===== config.mk =====
export PLATFORM = sky130hd
export DESIGN_NAME = shifter_error_rx_flat
export DESIGN_NICKNAME = d
export VERILOG_FILES = /design/src/rtl/shifter_pkg.sv /design/src/rtl/shifter_error_rx_if.sv /design/src/rtl/shifter_error_rx_sat_counter.sv /design/src/rtl/shifter_error_rx.sv /design/src/flat_wrapper.sv
export SDC_FILE = /design/constraint.sdc
export NUM_CORES = 1
export LEC_CHECK = 0
export BUFFER_PORTS_ARGS = -buffer_cell sky130_fd_sc_hd__buf_2
export CAP_MARGIN = 20
export CELL_PAD_IN_SITES_DETAIL_PLACEMENT = 0
export CELL_PAD_IN_SITES_GLOBAL_PLACEMENT = 2
export CORE_MARGIN = 2
export CORE_UTILIZATION = 31
export CTS_BUF_LIST = sky130_fd_sc_hd__clkbuf_16
export DETAILED_ROUTE_END_ITERATION = 10
export PLACE_DENSITY_LB_ADDON = 0.15
export SETUP_SLACK_MARGIN = 0.15
export SYNTH_ARGS = -nofsm -noshare
export SYNTH_HDL_FRONTEND = slang
export SYNTH_HIERARCHICAL = 1
export SYNTH_SLANG_ARGS = --single-unit

===== constraint.sdc =====
create_clock -name DATA_CLK -period 2.18 [get_ports DATA_CLK]
set_input_delay 0 -clock DATA_CLK [delete_from_list [all_inputs] [get_ports DATA_CLK]]
set_output_delay 0 -clock DATA_CLK [all_outputs]
set_load 0.02 [all_outputs]

===== src/rtl/shifter_pkg.sv =====
// Shared definitions for the shifter error-count receiver.
//
// Holds the default chain width, the number of chains per frame, the frame
// length, the bit offset of each chain inside a frame (LSB-first, chain 0_0
// first), the receiver FSM state type and a small offset helper.
package shifter_pkg;

    localparam int DEFAULT_CHAIN_WIDTH = 16;
    localparam int NUM_CHAINS          = 4;
    localparam int FRAME_LEN           = NUM_CHAINS * DEFAULT_CHAIN_WIDTH;

    // Bit offsets of each chain count inside a frame at the default width.
    localparam int CHAIN_0_0_OFS = 0;
    localparam int CHAIN_0_1_OFS = 16;
    localparam int CHAIN_1_0_OFS = 32;
    localparam int CHAIN_1_1_OFS = 48;

    typedef enum logic {
        HUNT = 1'b0,   // waiting for SYNC to mark frame bit 0
        RECV = 1'b1    // aligned, shifting frame bits in
    } rx_state_e;

    // Offset of chain idx inside a frame for an arbitrary chain width.
    function automatic int chain_ofs(input int idx, input int width);
        return idx * width;
    endfunction

endpackage


===== src/rtl/shifter_error_rx_if.sv =====
// Bundle of the serial input and parallel result signals of the receiver.
//
//   DATA_IN        serial frame data, one bit per clock
//   SYNC           marks the cycle that carries frame bit 0
//   RX_ERROR_*     last complete frame, one count per chain
//   FRAME_VALID    one-cycle pulse when RX_ERROR_* update
//   LOCKED         receiver aligned to the stream
//   FRAME_COUNT    completed frames, wrapping
//   SYNC_ERR_COUNT misalignment events, saturating
//
// master: the side producing the stream and reading the results.
// slave:  the receiver itself.
interface shifter_error_rx_if #(
    parameter int CHAIN_WIDTH    = shifter_pkg::DEFAULT_CHAIN_WIDTH,
    parameter int SYNC_ERR_WIDTH = 8
);

    logic                      DATA_IN;
    logic                      SYNC;
    logic [CHAIN_WIDTH-1:0]    RX_ERROR_0_0;
    logic [CHAIN_WIDTH-1:0]    RX_ERROR_0_1;
    logic [CHAIN_WIDTH-1:0]    RX_ERROR_1_0;
    logic [CHAIN_WIDTH-1:0]    RX_ERROR_1_1;
    logic                      FRAME_VALID;
    logic                      LOCKED;
    logic [15:0]               FRAME_COUNT;
    logic [SYNC_ERR_WIDTH-1:0] SYNC_ERR_COUNT;

    modport master (
        output DATA_IN,
        output SYNC,
        input  RX_ERROR_0_0,
        input  RX_ERROR_0_1,
        input  RX_ERROR_1_0,
        input  RX_ERROR_1_1,
        input  FRAME_VALID,
        input  LOCKED,
        input  FRAME_COUNT,
        input  SYNC_ERR_COUNT
    );

    modport slave (
        input  DATA_IN,
        input  SYNC,
        output RX_ERROR_0_0,
        output RX_ERROR_0_1,
        output RX_ERROR_1_0,
        output RX_ERROR_1_1,
        output FRAME_VALID,
        output LOCKED,
        output FRAME_COUNT,
        output SYNC_ERR_COUNT
    );

endinterface


===== src/rtl/shifter_error_rx_sat_counter.sv =====
// Saturating up-counter.
//
//   clk    clock
//   srst   synchronous active-high reset, clears the count
//   clr    synchronous clear, same effect as srst
//   inc    count up by one unless already all-ones
//   count  current value
module sat_counter #(
    parameter int WIDTH = 8
) (
    input  logic             clk,
    input  logic             srst,
    input  logic             clr,
    input  logic             inc,
    output logic [WIDTH-1:0] count
);

    logic [WIDTH-1:0] count_q;
    logic [WIDTH-1:0] count_d;

    always_comb begin
        count_d = count_q;
        if (clr) begin
            count_d = '0;
        end else if (inc && (count_q != '1)) begin
            count_d = count_q + WIDTH'(1);
        end
    end

    always_ff @(posedge clk) begin
        if (srst) begin
            count_q <= '0;
        end else begin
            count_q <= count_d;
        end
    end

    assign count = count_q;

endmodule


===== src/rtl/shifter_error_rx.sv =====
// Serial receiver for the shifter error-count stream.
//
// Reassembles a frame of four chain error counts sent LSB first (chain 0_0,
// 0_1, 1_0, 1_1) and presents them as parallel registers with a one-cycle
// FRAME_VALID strobe. Alignment comes from SYNC marking frame bit 0.
//
//   DATA_CLK  sole clock, all logic on posedge
//   RST       synchronous active-high reset
//   rx        slave side of shifter_error_rx_if (DATA_IN/SYNC in, results out)
module shifter_error_rx
    import shifter_pkg::*;
#(
    parameter int CHAIN_WIDTH    = DEFAULT_CHAIN_WIDTH,
    parameter int SYNC_REQUIRED  = 0,
    parameter int SYNC_ERR_WIDTH = 8
) (
    input  logic               DATA_CLK,
    input  logic               RST,
    shifter_error_rx_if.slave  rx
);

    localparam int FRAME_BITS = NUM_CHAINS * CHAIN_WIDTH;
    localparam int CNT_W      = $clog2(FRAME_BITS);
    localparam logic [CNT_W-1:0] LAST_IDX = CNT_W'(FRAME_BITS - 1);

    rx_state_e               state_q;
    rx_state_e               state_d;
    logic [CNT_W-1:0]        bit_cnt_q;
    logic [CNT_W-1:0]        bit_cnt_d;
    logic [FRAME_BITS-1:0]   shreg_q;
    logic [FRAME_BITS-1:0]   shreg_d;
    logic [CHAIN_WIDTH-1:0]  rx_error_q [NUM_CHAINS];
    logic [CHAIN_WIDTH-1:0]  rx_error_d [NUM_CHAINS];
    logic                    frame_valid_q;
    logic                    frame_valid_d;
    logic [15:0]             frame_count_q;
    logic [15:0]             frame_count_d;
    logic                    locked;
    logic [SYNC_ERR_WIDTH-1:0] sync_err_count;

    // ------------------------------------------------------------------
    // Event decode for the current cycle
    // ------------------------------------------------------------------
    logic at_frame_start;
    logic at_last_bit;
    logic hunt_lock;     // SYNC seen while hunting
    logic misalign;      // SYNC on a bit other than bit 0
    logic missing_sync;  // bit 0 without SYNC while SYNC is mandatory
    logic accept;        // bit taken at its bit_cnt position
    logic sync_err_inc;

    always_comb begin
        at_frame_start = (bit_cnt_q == '0);
        at_last_bit    = (bit_cnt_q == LAST_IDX);
        hunt_lock      = (state_q == HUNT) && rx.SYNC;
        misalign       = (state_q == RECV) && rx.SYNC && !at_frame_start;
        missing_sync   = (state_q == RECV) && !rx.SYNC && at_frame_start
                         && (SYNC_REQUIRED != 0);
        accept         = (state_q == RECV) && !misalign && !missing_sync;
        sync_err_inc   = misalign || missing_sync;
    end

    // The completed frame is the shift register with the bit arriving this
    // cycle in the top position, so outputs can load on the same edge.
    logic [FRAME_BITS-1:0]  full_frame;
    logic [CHAIN_WIDTH-1:0] frame_chain [NUM_CHAINS];

    assign full_frame = {rx.DATA_IN, shreg_q[FRAME_BITS-2:0]};

    genvar gi;
    for (gi = 0; gi < NUM_CHAINS; gi++) begin : g_chain
        localparam int OFS = chain_ofs(gi, CHAIN_WIDTH);
        assign frame_chain[gi] = full_frame[OFS +: CHAIN_WIDTH];
    end

    // ------------------------------------------------------------------
    // FSM: state register
    // ------------------------------------------------------------------
    always_ff @(posedge DATA_CLK) begin
        if (RST) begin
            state_q <= HUNT;
        end else begin
            state_q <= state_d;
        end
    end

    // ------------------------------------------------------------------
    // FSM: next state
    // ------------------------------------------------------------------
    always_comb begin
        state_d = state_q;
        case (state_q)
            HUNT: begin
                if (rx.SYNC) begin
                    state_d = RECV;
                end
            end
            RECV: begin
                // A misaligned SYNC re-aligns in place; only a missing
                // mandatory SYNC drops lock.
                if (missing_sync) begin
                    state_d = HUNT;
                end
            end
            default: state_d = HUNT;
        endcase
    end

    // ------------------------------------------------------------------
    // FSM: outputs
    // ------------------------------------------------------------------
    always_comb begin
        locked = (state_q == RECV);
    end

    // ------------------------------------------------------------------
    // Datapath: bit counter, shift register, result registers, counters
    // ------------------------------------------------------------------
    always_comb begin
        bit_cnt_d     = bit_cnt_q;
        shreg_d       = shreg_q;
        rx_error_d    = rx_error_q;
        frame_valid_d = 1'b0;
        frame_count_d = frame_count_q;

        if (hunt_lock || misalign) begin
            // Start a new frame; any partial frame is abandoned and its
            // stale bits are overwritten before the next frame completes.
            shreg_d[0] = rx.DATA_IN;
            bit_cnt_d  = CNT_W'(1);
        end else if (missing_sync) begin
            bit_cnt_d = '0;
        end else if (accept) begin
            shreg_d[bit_cnt_q] = rx.DATA_IN;
            if (at_last_bit) begin
                bit_cnt_d     = '0;
                frame_valid_d = 1'b1;
                frame_count_d = frame_count_q + 16'd1;
                for (int i = 0; i < NUM_CHAINS; i++) begin
                    rx_error_d[i] = frame_chain[i];
                end
            end else begin
                bit_cnt_d = bit_cnt_q + CNT_W'(1);
            end
        end
    end

    always_ff @(posedge DATA_CLK) begin
        if (RST) begin
            bit_cnt_q     <= '0;
            shreg_q       <= '0;
            frame_valid_q <= 1'b0;
            frame_count_q <= '0;
            for (int i = 0; i < NUM_CHAINS; i++) begin
                rx_error_q[i] <= '0;
            end
        end else begin
            bit_cnt_q     <= bit_cnt_d;
            shreg_q       <= shreg_d;
            frame_valid_q <= frame_valid_d;
            frame_count_q <= frame_count_d;
            for (int i = 0; i < NUM_CHAINS; i++) begin
                rx_error_q[i] <= rx_error_d[i];
            end
        end
    end

    sat_counter #(
        .WIDTH (SYNC_ERR_WIDTH)
    ) u_sync_err_cnt (
        .clk   (DATA_CLK),
        .srst  (RST),
        .clr   (1'b0),
        .inc   (sync_err_inc),
        .count (sync_err_count)
    );

    // ------------------------------------------------------------------
    // Output mapping
    // ------------------------------------------------------------------
    assign rx.RX_ERROR_0_0   = rx_error_q[0];
    assign rx.RX_ERROR_0_1   = rx_error_q[1];
    assign rx.RX_ERROR_1_0   = rx_error_q[2];
    assign rx.RX_ERROR_1_1   = rx_error_q[3];
    assign rx.FRAME_VALID    = frame_valid_q;
    assign rx.LOCKED         = locked;
    assign rx.FRAME_COUNT    = frame_count_q;
    assign rx.SYNC_ERR_COUNT = sync_err_count;

endmodule


===== src/flat_wrapper.sv =====
// flat-port wrapper written by rule: the top's interface ports become plain ports
module shifter_error_rx_flat import shifter_pkg::*;
#(
    parameter int CHAIN_WIDTH    = DEFAULT_CHAIN_WIDTH,
    parameter int SYNC_REQUIRED  = 0,
    parameter int SYNC_ERR_WIDTH = 8
)
  (DATA_CLK, RST, rx_DATA_IN, rx_SYNC, rx_RX_ERROR_0_0, rx_RX_ERROR_0_1, rx_RX_ERROR_1_0, rx_RX_ERROR_1_1, rx_FRAME_VALID, rx_LOCKED, rx_FRAME_COUNT, rx_SYNC_ERR_COUNT);
  shifter_error_rx_if #(.CHAIN_WIDTH(CHAIN_WIDTH), .SYNC_ERR_WIDTH(SYNC_ERR_WIDTH)) rx_i ();
  input  logic DATA_CLK;
  input  logic RST;
  input wire logic [$bits(rx_i.DATA_IN)-1:0] rx_DATA_IN;
  input wire logic [$bits(rx_i.SYNC)-1:0] rx_SYNC;
  output wire logic [$bits(rx_i.RX_ERROR_0_0)-1:0] rx_RX_ERROR_0_0;
  output wire logic [$bits(rx_i.RX_ERROR_0_1)-1:0] rx_RX_ERROR_0_1;
  output wire logic [$bits(rx_i.RX_ERROR_1_0)-1:0] rx_RX_ERROR_1_0;
  output wire logic [$bits(rx_i.RX_ERROR_1_1)-1:0] rx_RX_ERROR_1_1;
  output wire logic [$bits(rx_i.FRAME_VALID)-1:0] rx_FRAME_VALID;
  output wire logic [$bits(rx_i.LOCKED)-1:0] rx_LOCKED;
  output wire logic [$bits(rx_i.FRAME_COUNT)-1:0] rx_FRAME_COUNT;
  output wire logic [$bits(rx_i.SYNC_ERR_COUNT)-1:0] rx_SYNC_ERR_COUNT;
  assign rx_i.DATA_IN = rx_DATA_IN;
  assign rx_i.SYNC = rx_SYNC;
  assign rx_RX_ERROR_0_0 = rx_i.RX_ERROR_0_0;
  assign rx_RX_ERROR_0_1 = rx_i.RX_ERROR_0_1;
  assign rx_RX_ERROR_1_0 = rx_i.RX_ERROR_1_0;
  assign rx_RX_ERROR_1_1 = rx_i.RX_ERROR_1_1;
  assign rx_FRAME_VALID = rx_i.FRAME_VALID;
  assign rx_LOCKED = rx_i.LOCKED;
  assign rx_FRAME_COUNT = rx_i.FRAME_COUNT;
  assign rx_SYNC_ERR_COUNT = rx_i.SYNC_ERR_COUNT;
  shifter_error_rx #(.CHAIN_WIDTH(CHAIN_WIDTH), .SYNC_REQUIRED(SYNC_REQUIRED), .SYNC_ERR_WIDTH(SYNC_ERR_WIDTH)) u_core (.DATA_CLK(DATA_CLK), .RST(RST), .rx(rx_i));
endmodule

# After elaboration in Yosys (flattened, before gate mapping)
# Cells that the tools add are included.
# totals
register_bits	160
in_bits	4
out_inout_bits	90
elab_cells	48
# op_classes
add_sub_neg	3
magnitude_cmp	2
n_eq_ne	2
mux	11
n_bitwise	3
n_reduce_logical	15
# op_table
op	count
$bwmux 64	1
$add 16x1->16 const B	1
$add 8x1->8 const B	1
$ne 8x8->1 const B	1
$lt 6x7->1 const B	1
$mux 1	7
$add 6x1->6 const B	1
$demux 1 s6	1
$eq 6x6->1 const B	1
$ge 6x1->1 const B	1
$logic_and 1x1->1	6
$logic_not 6->1	1
$mux 6	1
$not 1->1	3
$reduce_and 3->1	1
$reduce_or 3->1	1
$logic_not 1->1	2
$pmux 1 s2	1
$reduce_and 2->1	1
$reduce_bool 2->1	1
$reduce_or 2->1	1
$logic_or 1x1->1	1

# Logic depth before layout (Yosys ltp)
# Gate-level depths: netlist of run 1.
# logic_depth
depth_word	7
ltp_mapped	8
mapped_depth_nobuf	6

# By module
# The synthesis of run 1 kept the hierarchy.
# by_module_without_submodules
module	instances	cells_each	area_per_inst_um2	seq_area_each_um2
shifter_error_rx	1	743	6197.2	3022.9
sat_counter	1	47	435.4	160.2

# Worst setup path before layout of run 1
# Ideal clock, no wire load.
# synth_timing
kind	register to register
from	register u_core.bit_cnt_q[0]
to	register u_core.u_sync_err_cnt.count_q[5] (netlist: u_core/u_sync_err_cnt/count[5])
setup_ns	0.100
t_arrival_ns	1.998
required_ns	2.080
setup_slack_ns	0.082
stages_incl_launch_ff	8
path_buffers	1
synth_period_minus_slack_ns	2.098
cell_sequence	dfxtp_1 > clkbuf_1 > inv_1 > ha_1 > a21oi_1 > and4_1 > a31oi_1 > a2111oi_4
# synth_via
elab_chain_len	4
# synth_lines
item	line_no	text
start, declared	shifter_error_rx.sv:28	logic [CNT_W-1:0] bit_cnt_q;
start signal, assigned	shifter_error_rx.sv:158	bit_cnt_q <= bit_cnt_d;
$logic_not 6->1	shifter_error_rx.sv:53	at_frame_start = (bit_cnt_q == '0);
$logic_not 1->1	shifter_error_rx.sv:56	misalign = (state_q == RECV) && rx.SYNC && !at_frame_start;
$logic_and 1x1->1	shifter_error_rx.sv:56	
named net u_core.misalign	shifter_error_rx.sv:47	logic misalign;
$logic_and 1x1->1	shifter_error_rx_sat_counter.sv:25	end else if (inc && (count_q != '1)) begin
end signal, assigned	shifter_error_rx_sat_counter.sv:34	count_q <= count_d;
end, declared	shifter_error_rx_sat_counter.sv:18	logic [WIDTH-1:0] count_q;
# The timed path passes the listed nets, and every way through them passes these cells.
# A chain may end at the register's enable or synchronous reset.

# Worst setup path in the final report of run 1
# layout_timing
from	register u_core.bit_cnt_q[2]
to	register u_core.u_sync_err_cnt.count_q[5] (netlist: u_core/u_sync_err_cnt/count[5])
# Same word-level chain as after synthesis.

==> impl_metrics.tcl, run 1 <==
set metrics [dict create \
    grt_start_max_net_pins 84 \
    core_um2 21000 \
    clock_latency_ns 0.43 \
    crit_chain "nor4_4 > a21oi_2 > buf_4 > and4_2 > and3_1 > a2111oi_4" \
    worst-setup-path-type "reg -> reg" \
    critPathMaxFanout 8 \
    yosys-top-cells-area "dfxtp_1 (48%), a21oi_1 (9.7%), nand2_1 (8.5%)" \
    power.internal_mw 4.90 \
    synth_ff_type "dfxtp_1" \
    seq_power_share 0.460 \
    fmax_ghz 0.518 \
    portBuffers 93 \
    power_density_nw_per_um2 775 \
    finalSetupViolCount 0 \
    fin_crit_sh 0.886 \
    swShare 0.227 \
    power_mw 6.34 \
    p_switching_mw 1.44 \
    worstSetupEndpointType "flip-flop" \
    synth_top_family_by_area "simple AND/OR/NAND/NOR gates" \
    muxShareOfSynthArea 0.0347 \
    synth.most_common_cell "dfxtp_1" \
    design.die.area_um2 22600 \
    period_minus_slack_ns 1.93 \
    cts_tree "yes" \
    cp_num_buf_inv 1 \
    critPathArrivalTime_ns 2.25 \
    clock-skew-final_ns 0.00763 \
    timing.rr.start "u_core/bit_cnt_q[2]$_SDFFE_PP0P_" \
    power_leakage_nw 3.08 \
    antenna_found_initial 0 \
    synthTopCellsByCount "dfxtp_1 (159), nand2_1 (150), a21oi_1 (129), nand3_1 (52), clkbuf_1 (43)" \
    die_h_um 150 \
    finalWirelength_um 19200 \
    synthArstFlopShare 0 \
    relSlewSlack 0.595 \
    synth_seq_area_share 0.480 \
    ys_types 55 \
    critPathTopFamily "simple AND/OR/NAND/NOR gates" \
    initial_core_util 0.316 \
    slew_viol_final 0 \
    route.detailed.drc 0 \
    r2r_setup_slack_ns 0.25 \
    cp.required_ns 2.50 \
    syn_area_um2 6630 \
    hold_depth 3 \
    synth_top_area_share 0.480 \
    startpoint_type "flip-flop" \
    worstHoldStart "rx_DATA_IN" \
    gp_routability_congestion 0.852 \
    synth-simple-area-share 0.251 \
    tightest_slew_ns 0.602 \
    ant_nets 0 \
    vias 5996 \
    whs_ns 0.0256 \
    vias_per_cell 5.10 \
    cts_setup_buffers 0 \
    drt_iter0_drc 446 \
    combPwrFrac 0.044 \
    numCtsBuffers 17 \
    pin_count 94 \
    dp_hpwl_um 13200 \
    clk_pin_slew_ns 0.06 \
    nets 897 \
    n_fill_cell 2203 \
    grt_use_total 0.174 \
    grt_overflow 0 \
    synthCells 790 \
    synth_seq_cells 159 \
    synth-compound-area-share 0.173 \
    outcome "finished, final reports clean" \
    ir_drop_uv 422 \
    area_growth_pct 23.4 \
    clock_path_buffers 2 \
    dieWidth_um 150 \
    synth_adder_area_share 0.00755 \
    placedCellCount 1144 \
    routedWlPerCell_um 16.3 \
    maxCapViolCount 0 \
    drtPass1Iterations 7 \
    grt_pass1_vias 5760 \
    ys_warn_count 6 \
    min_to "u_core/shreg_q[17]$_SDFFE_PP0P_" \
    cpMaxStageDelayCell "dfxtp_1" \
    synth_area_per_cell_um2 8.40 \
    synth_edf_count 0 \
    root_buffer "clkbuf_16" \
    num_rows 53 \
    worstRegToRegCells 6 \
    finalSetupTns_ns 0 \
    clock-sinks 159 \
    stdcell_count 1176 \
    min_path_type "in -> reg" \
    synth_top_cell_by_area "dfxtp_1" \
    drive_gt1_frac 0.206 \
    htreeDepth 4 \
    grt_first_pass_wirelength_um 30700 \
    max_stage_delay_ns 0.40 \
    synth_xor_area_frac 0.00792 \
    hold_violations 0 \
    regToRegEndpoint "u_core/u_sync_err_cnt/count[5]$_SDFFE_PP0P_" \
    grt_setup_unrepaired "no" \
    clkPwrFrac 0.496 \
    antennaDiodeCount 0 \
]
## how the worst max path moves through the flow
stage / startpoint / end / depth (start not counted)
finish: u_core/bit_cnt_q[2]$_SDFFE_PP0P_ / u_core/u_sync_err_cnt/count[5]$_SDFFE_PP0P_ / 6
detailed placement: u_core/bit_cnt_q[1]$_SDFFE_PP0P_ / u_core/u_sync_err_cnt/count[5]$_SDFFE_PP0P_ / 7
floorplan: u_core/bit_cnt_q[0]$_SDFFE_PP0P_ / u_core/u_sync_err_cnt/count[5]$_SDFFE_PP0P_ / 7
global placement: u_core/bit_cnt_q[1]$_SDFFE_PP0P_ / u_core/u_sync_err_cnt/count[5]$_SDFFE_PP0P_ / 7
CTS: u_core/bit_cnt_q[1]$_SDFFE_PP0P_ / u_core/u_sync_err_cnt/count[5]$_SDFFE_PP0P_ / 7
global route: u_core/rx.LOCKED$_SDFF_PP0_ / u_core/u_sync_err_cnt/count[5]$_SDFFE_PP0P_ / 7
## worst register-to-register path, delay by kind of cell (launching register included)
kind | cells | cell delay [ns]
compound gates | 2 | 0.40
flops | 1 | 0.40
simple gates | 3 | 0.87
buf+inv | 1 | 0.16
## power by group through the flow
stage / logic [mW] / registers, mW / clock network, mW
final: 0.278 / 2.92 / 3.15
after CTS: 0.276 / 2.92 / 3.24
after global placement: 0.272 / 2.98 / 0
after global routing: 0.302 / 2.92 / 3.37
after detailed placement: 0.274 / 2.98 / 0
after floorplan: 0.172 / 2.98 / 0
## cells by family (layout without fill, tap and decap cells)
group                    Yosys count  in the layout
buffers and inverters             67            173
XOR/XNOR                           6              6
adder cells (fa/ha/maj)            4              4
other                              1              6
flip-flops                       159            159
multiplexers                      23             23
AND/OR/NAND/NOR                  329            329
AO/OA/AOI/OAI                    201            201
## final cells by class
| class | count | area [um2] | area share |
|---|---|---|---|
| flip-flops and latches | 159 | 3190 | 0.389 |
| multi-input cells | 569 | 3200 | 0.390 |
| clock inverters | 14 | 191 | 0.0234 |
| clock buffers | 17 | 425 | 0.0520 |
| well taps | 275 | 344 | 0.0420 |
| repair buffers | 135 | 815 | 0.0995 |
| inverters | 7 | 26.3 | 0.00321 |
## flip-flops by register name (all words and copies together), names as in the netlist
signal,flops
u_core/rx.LOCKED,1
u_core/u_sync_err_cnt/count,8
u_core/rx.FRAME_VALID,1
u_core/rx.RX_ERROR_1_1,16
u_core/bit_cnt_q,6
u_core/shreg_q,63
u_core/rx.RX_ERROR_0_0,16
u_core/rx.RX_ERROR_1_0,16
u_core/rx.FRAME_COUNT,16
u_core/rx.RX_ERROR_0_1,16
## per-layer routing
metal,up-vias,part of all wire,global-route usage
met5,-,0,0
met4,0,0.011,0.0514
met3,15,0.041,0.0355
met2,136,0.46,0.275
met1,2863,0.49,0.240
li1,2982,-,-
## cells in the final DEF (no fill, tap or decap), types with 21 or more instances in the layout
cell type	instances
nand2_1	150
o21ai_0	28
buf_4	39
dfxtp_1	157
nand4_1	27
buf_2	92
mux2i_1	23
o31ai_1	21
a21oi_1	128
nand3_1	51
nand2b_1	22
## what timing repair did
action                                  4_1_cts  5_1_grt
cloned                                        0        0
pin swaps                                     0        1
hold buffers                                  1        0
endpoints found under the setup margin        4       23
gates resized for setup                       1        7
hold endpoints to repair                     10        0
## through the flow
stage	cell area, um2	worst slack, ns	utilization
2_1_floorplan	6650	0.209	-
3_3_place_gp	7540	0.135	0.359
3_5_place_dp	7540	0.0728	0.359
4_1_cts	8170	0.171	0.389
5_1_grt	8190	0.146	0.389
6_report	8190	0.248	0.389
No activity file was read; power rests on OpenSTA's default activity.
==> inputs of run 2 (changes only) <==
CTS_BUF_LIST = sky130_fd_sc_hd__clkbuf_4 sky130_fd_sc_hd__clkbuf_8 sky130_fd_sc_hd__clkbuf_16   (was sky130_fd_sc_hd__clkbuf_16)
==> run 2 against run 1 <==
  * Cell count did not move
  * Sequential share of layout area hardly changed
  * Worst hold slack got worse by 0.0050 ns
  * Highest routed layer unchanged
==> impl_metrics.tcl, run 2 (synthesis results as in run 1) <==
set metrics [dict create \
    dp_hpwl_um 13200 \
    hold_depth 3 \
    antenna_found_initial 0 \
    largest_reg_flops 63 \
    relSlewSlack 0.590 \
    finalSetupTns_ns 0 \
    critPathArrivalTime_ns 2.25 \
    drtPass1Iterations 5 \
    cp.required_ns 2.50 \
    grt-busiest-layer "met2" \
    min_path_type "in -> reg" \
    nets 897 \
    grtUsageMet1 0.240 \
    cts_setup_buffers 0 \
    dieWidth_um 150 \
    min_to "u_core/shreg_q[17]$_SDFFE_PP0P_" \
    regMostFlops "u_core/shreg_q" \
    ant_nets 0 \
    final_cell_mix "dfxtp_1 (157), nand2_1 (150), a21oi_1 (128), buf_2 (92), nand3_1 (51)" \
    period_minus_slack_ns 1.93 \
    clock_latency_ns 0.43 \
    area_growth_pct 23.6 \
    layout_commonest_cell "dfxtp_1" \
    clock-skew-final_ns 0.00683 \
    antennaDiodeCount 0 \
    initial_core_util 0.316 \
    grt_setup_unrepaired "no" \
    finalWirelength_um 19200 \
    grt_first_pass_wirelength_um 30700 \
    root_buffer "clkbuf_16" \
    fmax_ghz 0.518 \
    grt_pass1_vias 5759 \
    grt_overflow 0 \
    layout_setup_ws_ns 0.250 \
    routedWlPerCell_um 16.4 \
    fin_crit_sh 0.885 \
    grt_use_met2 0.275 \
    hold_violations 0 \
    die_h_um 150 \
    clock-sinks 159 \
    design.die.area_um2 22600 \
    worstSetupEndpointType "flip-flop" \
    regToRegEndpoint "u_core/u_sync_err_cnt/count[5]$_SDFFE_PP0P_" \
    clock_path_buffers 2 \
    num_rows 53 \
    startpoint_type "flip-flop" \
    grt_use_total 0.174 \
    worstRegToRegCells 6 \
    vias 5996 \
    power_mw 6.39 \
    power_leakage_nw 3.08 \
    ir_drop_uv 427 \
    maxCapViolCount 0 \
    slew_viol_final 0 \
    power_density_nw_per_um2 780 \
    placed_area_um2 7540 \
    core_um2 21000 \
    use_met3 0.0355 \
    tightest_slew_ns 0.610 \
    htreeDepth 4 \
    numCtsBuffers 17 \
    clk_pin_slew_ns 0.06 \
    route.detailed.drc 0 \
    finalSetupViolCount 0 \
    design_area_um2 8200 \
    cts_tree "yes" \
    timing.rr.start "u_core/bit_cnt_q[2]$_SDFFE_PP0P_" \
    drive_gt1_frac 0.208 \
    gp_routability_congestion 0.852 \
    vias_per_cell 5.10 \
    worstHoldStart "rx_DATA_IN" \
    critPathMaxFanout 8 \
    worst-setup-path-type "reg -> reg" \
    r2r_setup_slack_ns 0.25 \
    outcome "finished, final reports clean" \
    drt_iter0_drc 405 \
    portBuffers 93 \
    pin_count 94 \
    grt_start_max_net_pins 84 \
    pre_cts_ws_ns 0.0728 \
]
## run 2: worst max path at each step
stage	from	end	slack, ns	cells past startpoint
finish	u_core/bit_cnt_q[2]$_SDFFE_PP0P_	u_core/u_sync_err_cnt/count[5]$_SDFFE_PP0P_	0.25	6
global route	u_core/rx.LOCKED$_SDFF_PP0_	u_core/u_sync_err_cnt/count[5]$_SDFFE_PP0P_	0.15	7
CTS	u_core/bit_cnt_q[1]$_SDFFE_PP0P_	u_core/u_sync_err_cnt/count[5]$_SDFFE_PP0P_	0.17	7
detailed placement	u_core/bit_cnt_q[1]$_SDFFE_PP0P_	u_core/u_sync_err_cnt/count[5]$_SDFFE_PP0P_	0.07	7
global placement	u_core/bit_cnt_q[1]$_SDFFE_PP0P_	u_core/u_sync_err_cnt/count[5]$_SDFFE_PP0P_	0.13	7
floorplan	u_core/bit_cnt_q[0]$_SDFFE_PP0P_	u_core/u_sync_err_cnt/count[5]$_SDFFE_PP0P_	0.21	7
## run 2: final cells by class
class | instances | area, um2
fillers | 2201 | 12800
multi-input cells | 569 | 3200
flip-flops and latches | 159 | 3190
repair buffers | 135 | 815
clock buffers | 18 | 439
well taps | 275 | 344
clock inverters | 13 | 188
inverters | 7 | 26.3
## run 2: critical path, cell delays in order, from the launching register on
cell and delay (ns):
dfxtp_1 0.40, nor4_4 0.40, a21oi_2 0.12, buf_4 0.16, and4_2 0.26, and3_1 0.21
a2111oi_4 0.28
## run 2: per-layer routing
layer | vias to the layer above | part of all wire | wire length [um]
li1 | 2985 | - | -
met1 | 2846 | 0.48 | 9300
met2 | 149 | 0.46 | 8830
met3 | 16 | 0.046 | 887
met4 | 0 | 0.011 | 212
met5 | - | 0 | 0
## run 2: report_power, final
| group | switching [mW] | internal, mW |
|---|---|---|
| registers | 0.00854 | 2.91 |
| logic | 0.196 | 0.0819 |
| clock network | 1.25 | 1.94 |
| total | 1.45 | 4.94 |
## run 2: through the flow
stage | cells | hold slack [ns] | utilization
floorplan | 795 | 0.0753 | -
global placement | 1144 | 0.423 | 0.359
detailed placement | 1144 | 0.421 | 0.359
CTS | 1176 | 0.0146 | 0.389
global route | 1176 | 0.0273 | 0.390
finish | 1176 | 0.0207 | 0.390
## run 2: repair_timing
action,CTS,global route
gates resized for setup,1,7
hold buffers,1,0
endpoints found under the hold margin,12,0
pin swaps,0,1
endpoints found under the setup margin,4,23
==> inputs of run 3 (changes only) <==
CORE_UTILIZATION = 30   (was 31)
==> run 3 against run 2 <==
  * Clock skew is essentially flat
  * Combinational power grew 5%
  * Sequential cell count is the same
  * Wire length up 1.2%
  * Core utilization is 1.2 points lower
  * Sequential power about the same
==> impl_metrics.tcl, run 3 (synthesis results as in run 1) <==
set metrics [dict create \
    finalSetupViolCount 0 \
    dieWidth_um 153 \
    grt_overflow 0 \
    grt_start_max_net_pins 90 \
    largest_reg_flops 63 \
    slew_viol_final 0 \
    multi_input_area_um2 3200 \
    antennaDiodeCount 0 \
    design_area_um2 8220 \
    routedWlPerCell_um 16.4 \
    min_path_type "in -> reg" \
    power_mw 6.15 \
    vias_per_cell 5.08 \
    num_rows 54 \
    pin_count 94 \
    ant_nets 0 \
    die_h_um 153 \
    route.detailed.drc 0 \
    ir_drop_uv 500 \
    worstSetupEndpointType "flip-flop" \
    hold_violations 0 \
    portBuffers 93 \
    root_buffer "clkbuf_16" \
    crit_chain "nor4_4 > buf_4 > a21oi_2 > buf_4 > and4_1 > a31oi_1 > a2111oi_4" \
    period_minus_slack_ns 1.94 \
    tightest_slew_ns 0.536 \
    clk_pin_slew_ns 0.06 \
    initial_core_util 0.305 \
    clock_path_buffers 2 \
    final_cell_mix "dfxtp_1 (157), nand2_1 (150), a21oi_1 (128), buf_2 (92), nand3_1 (51)" \
    area_growth_pct 23.9 \
    numCtsBuffers 17 \
    drtPass1Iterations 4 \
    drive_gt1_frac 0.211 \
    relSlewSlack 0.641 \
    power_density_nw_per_um2 748 \
    clock_latency_ns 0.42 \
    fin_crit_sh 0.890 \
    startpoint_type "flip-flop" \
    dp_hpwl_um 13300 \
    cp.required_ns 2.50 \
    design.die.area_um2 23300 \
    placed_area_um2 7570 \
    finalWirelength_um 19500 \
    grt_setup_unrepaired "yes" \
    drt_iter0_drc 298 \
    power_leakage_nw 3.09 \
    htreeDepth 4 \
    grt_first_pass_wirelength_um 31400 \
    regMostFlops "u_core/shreg_q" \
    critPathArrivalTime_ns 2.26 \
    finalSetupTns_ns 0 \
    maxCapViolCount 0 \
    outcome "finished, final reports clean" \
    layout_commonest_cell "dfxtp_1" \
    nets 902 \
    gp_routability_congestion 0.813 \
    cp_common_cell "buf_4" \
    antenna_found_initial 0 \
    grt_use_total 0.165 \
    n_fill_cell 2275 \
    max_stage_delay_ns 0.52 \
    vias 6033 \
    register_area_um2 3190 \
    clock-sinks 159 \
    fmax_ghz 0.515 \
    cpMaxStageDelayCell "dfxtp_1" \
    core_um2 21800 \
    cts_tree "yes" \
    critPathMaxFanout 8 \
    grt_pass1_vias 5863 \
    worst-setup-path-type "reg -> reg" \
    clock-skew-final_ns 0.00662 \
]
run 3: cell types whose count changed in the layout (fill, tap and decap cells not counted), sizes merged:
cell | before | now
clkbuf | 18 | 21
inv | 8 | 9
bufinv | 4 | 1
buf | 134 | 139
run 3: final timing paths:
check | startpoint | endpoint | slack, ns | cells past startpoint
max | u_core/bit_cnt_q[2]$_SDFFE_PP0P_ | u_core/u_sync_err_cnt/count[5]$_SDFFE_PP0P_ | 0.24 | 7
min | rx_SYNC | u_core/bit_cnt_q[0]$_SDFFE_PP0P_ | 0.09 | 3
max reg2reg | u_core/bit_cnt_q[2]$_SDFFE_PP0P_ | u_core/u_sync_err_cnt/count[5]$_SDFFE_PP0P_ | 0.24 | 7
min reg2reg | u_core/rx.RX_ERROR_1_1[2]$_SDFFE_PP0P_ | u_core/rx.RX_ERROR_1_1[2]$_SDFFE_PP0P_ | 0.45 | 2
run 3: critical path, delay by kind of cell, from the launching register on:
family	cells	cell delay [ns]
AO/OA/AOI/OAI	3	0.67
AND/OR/NAND/NOR	2	0.32
buffers and inverters	2	0.31
flip-flops	1	0.52
run 3: layout make-up:
type / instances / share of cell area
Clock buffer: 21 / 0.0585
Tap cell: 280 / 0.0426
Multi-Input combinational cell: 569 / 0.390
Clock inverter: 11 / 0.0129
Timing Repair Buffer: 140 / 0.105
Sequential cell: 159 / 0.388
Inverter: 7 / 0.00320
run 3: through the flow:
step	util	std cells	hold slack (ns)	worst slack [ns]
floorplan	-	795	0.0753	0.209
global placement	0.348	1150	0.371	0.168
detailed placement	0.348	1150	0.382	0.0747
CTS	0.375	1183	0.0572	0.162
global route	0.378	1187	0.0857	0.135
finish	0.378	1187	0.0862	0.239
run 3: layer usage:
metal	global-route usage	routed length (um)	up-vias
met1	0.225	9590	2894
met2	0.266	8900	114
met3	0.0358	697	20
met4	0.0441	260	0
li1	-	-	3005
met5	0	0	-
run 3: power breakdown:
group	internal, mW	switching, mW
combinational	0.0886	0.202
clock	1.70	1.23
sequential	2.91	0.00770
run 3: what timing repair did:
| action | CTS | global route |
|---|---|---|
| pin swaps | 0 | 4 |
| hold endpoints to repair | 14 | 0 |
| buffers inserted | 0 | 4 |
| resized for setup | 1 | 6 |
| endpoints found under the setup margin | 6 | 31 |
| hold buffers | 1 | 0 |
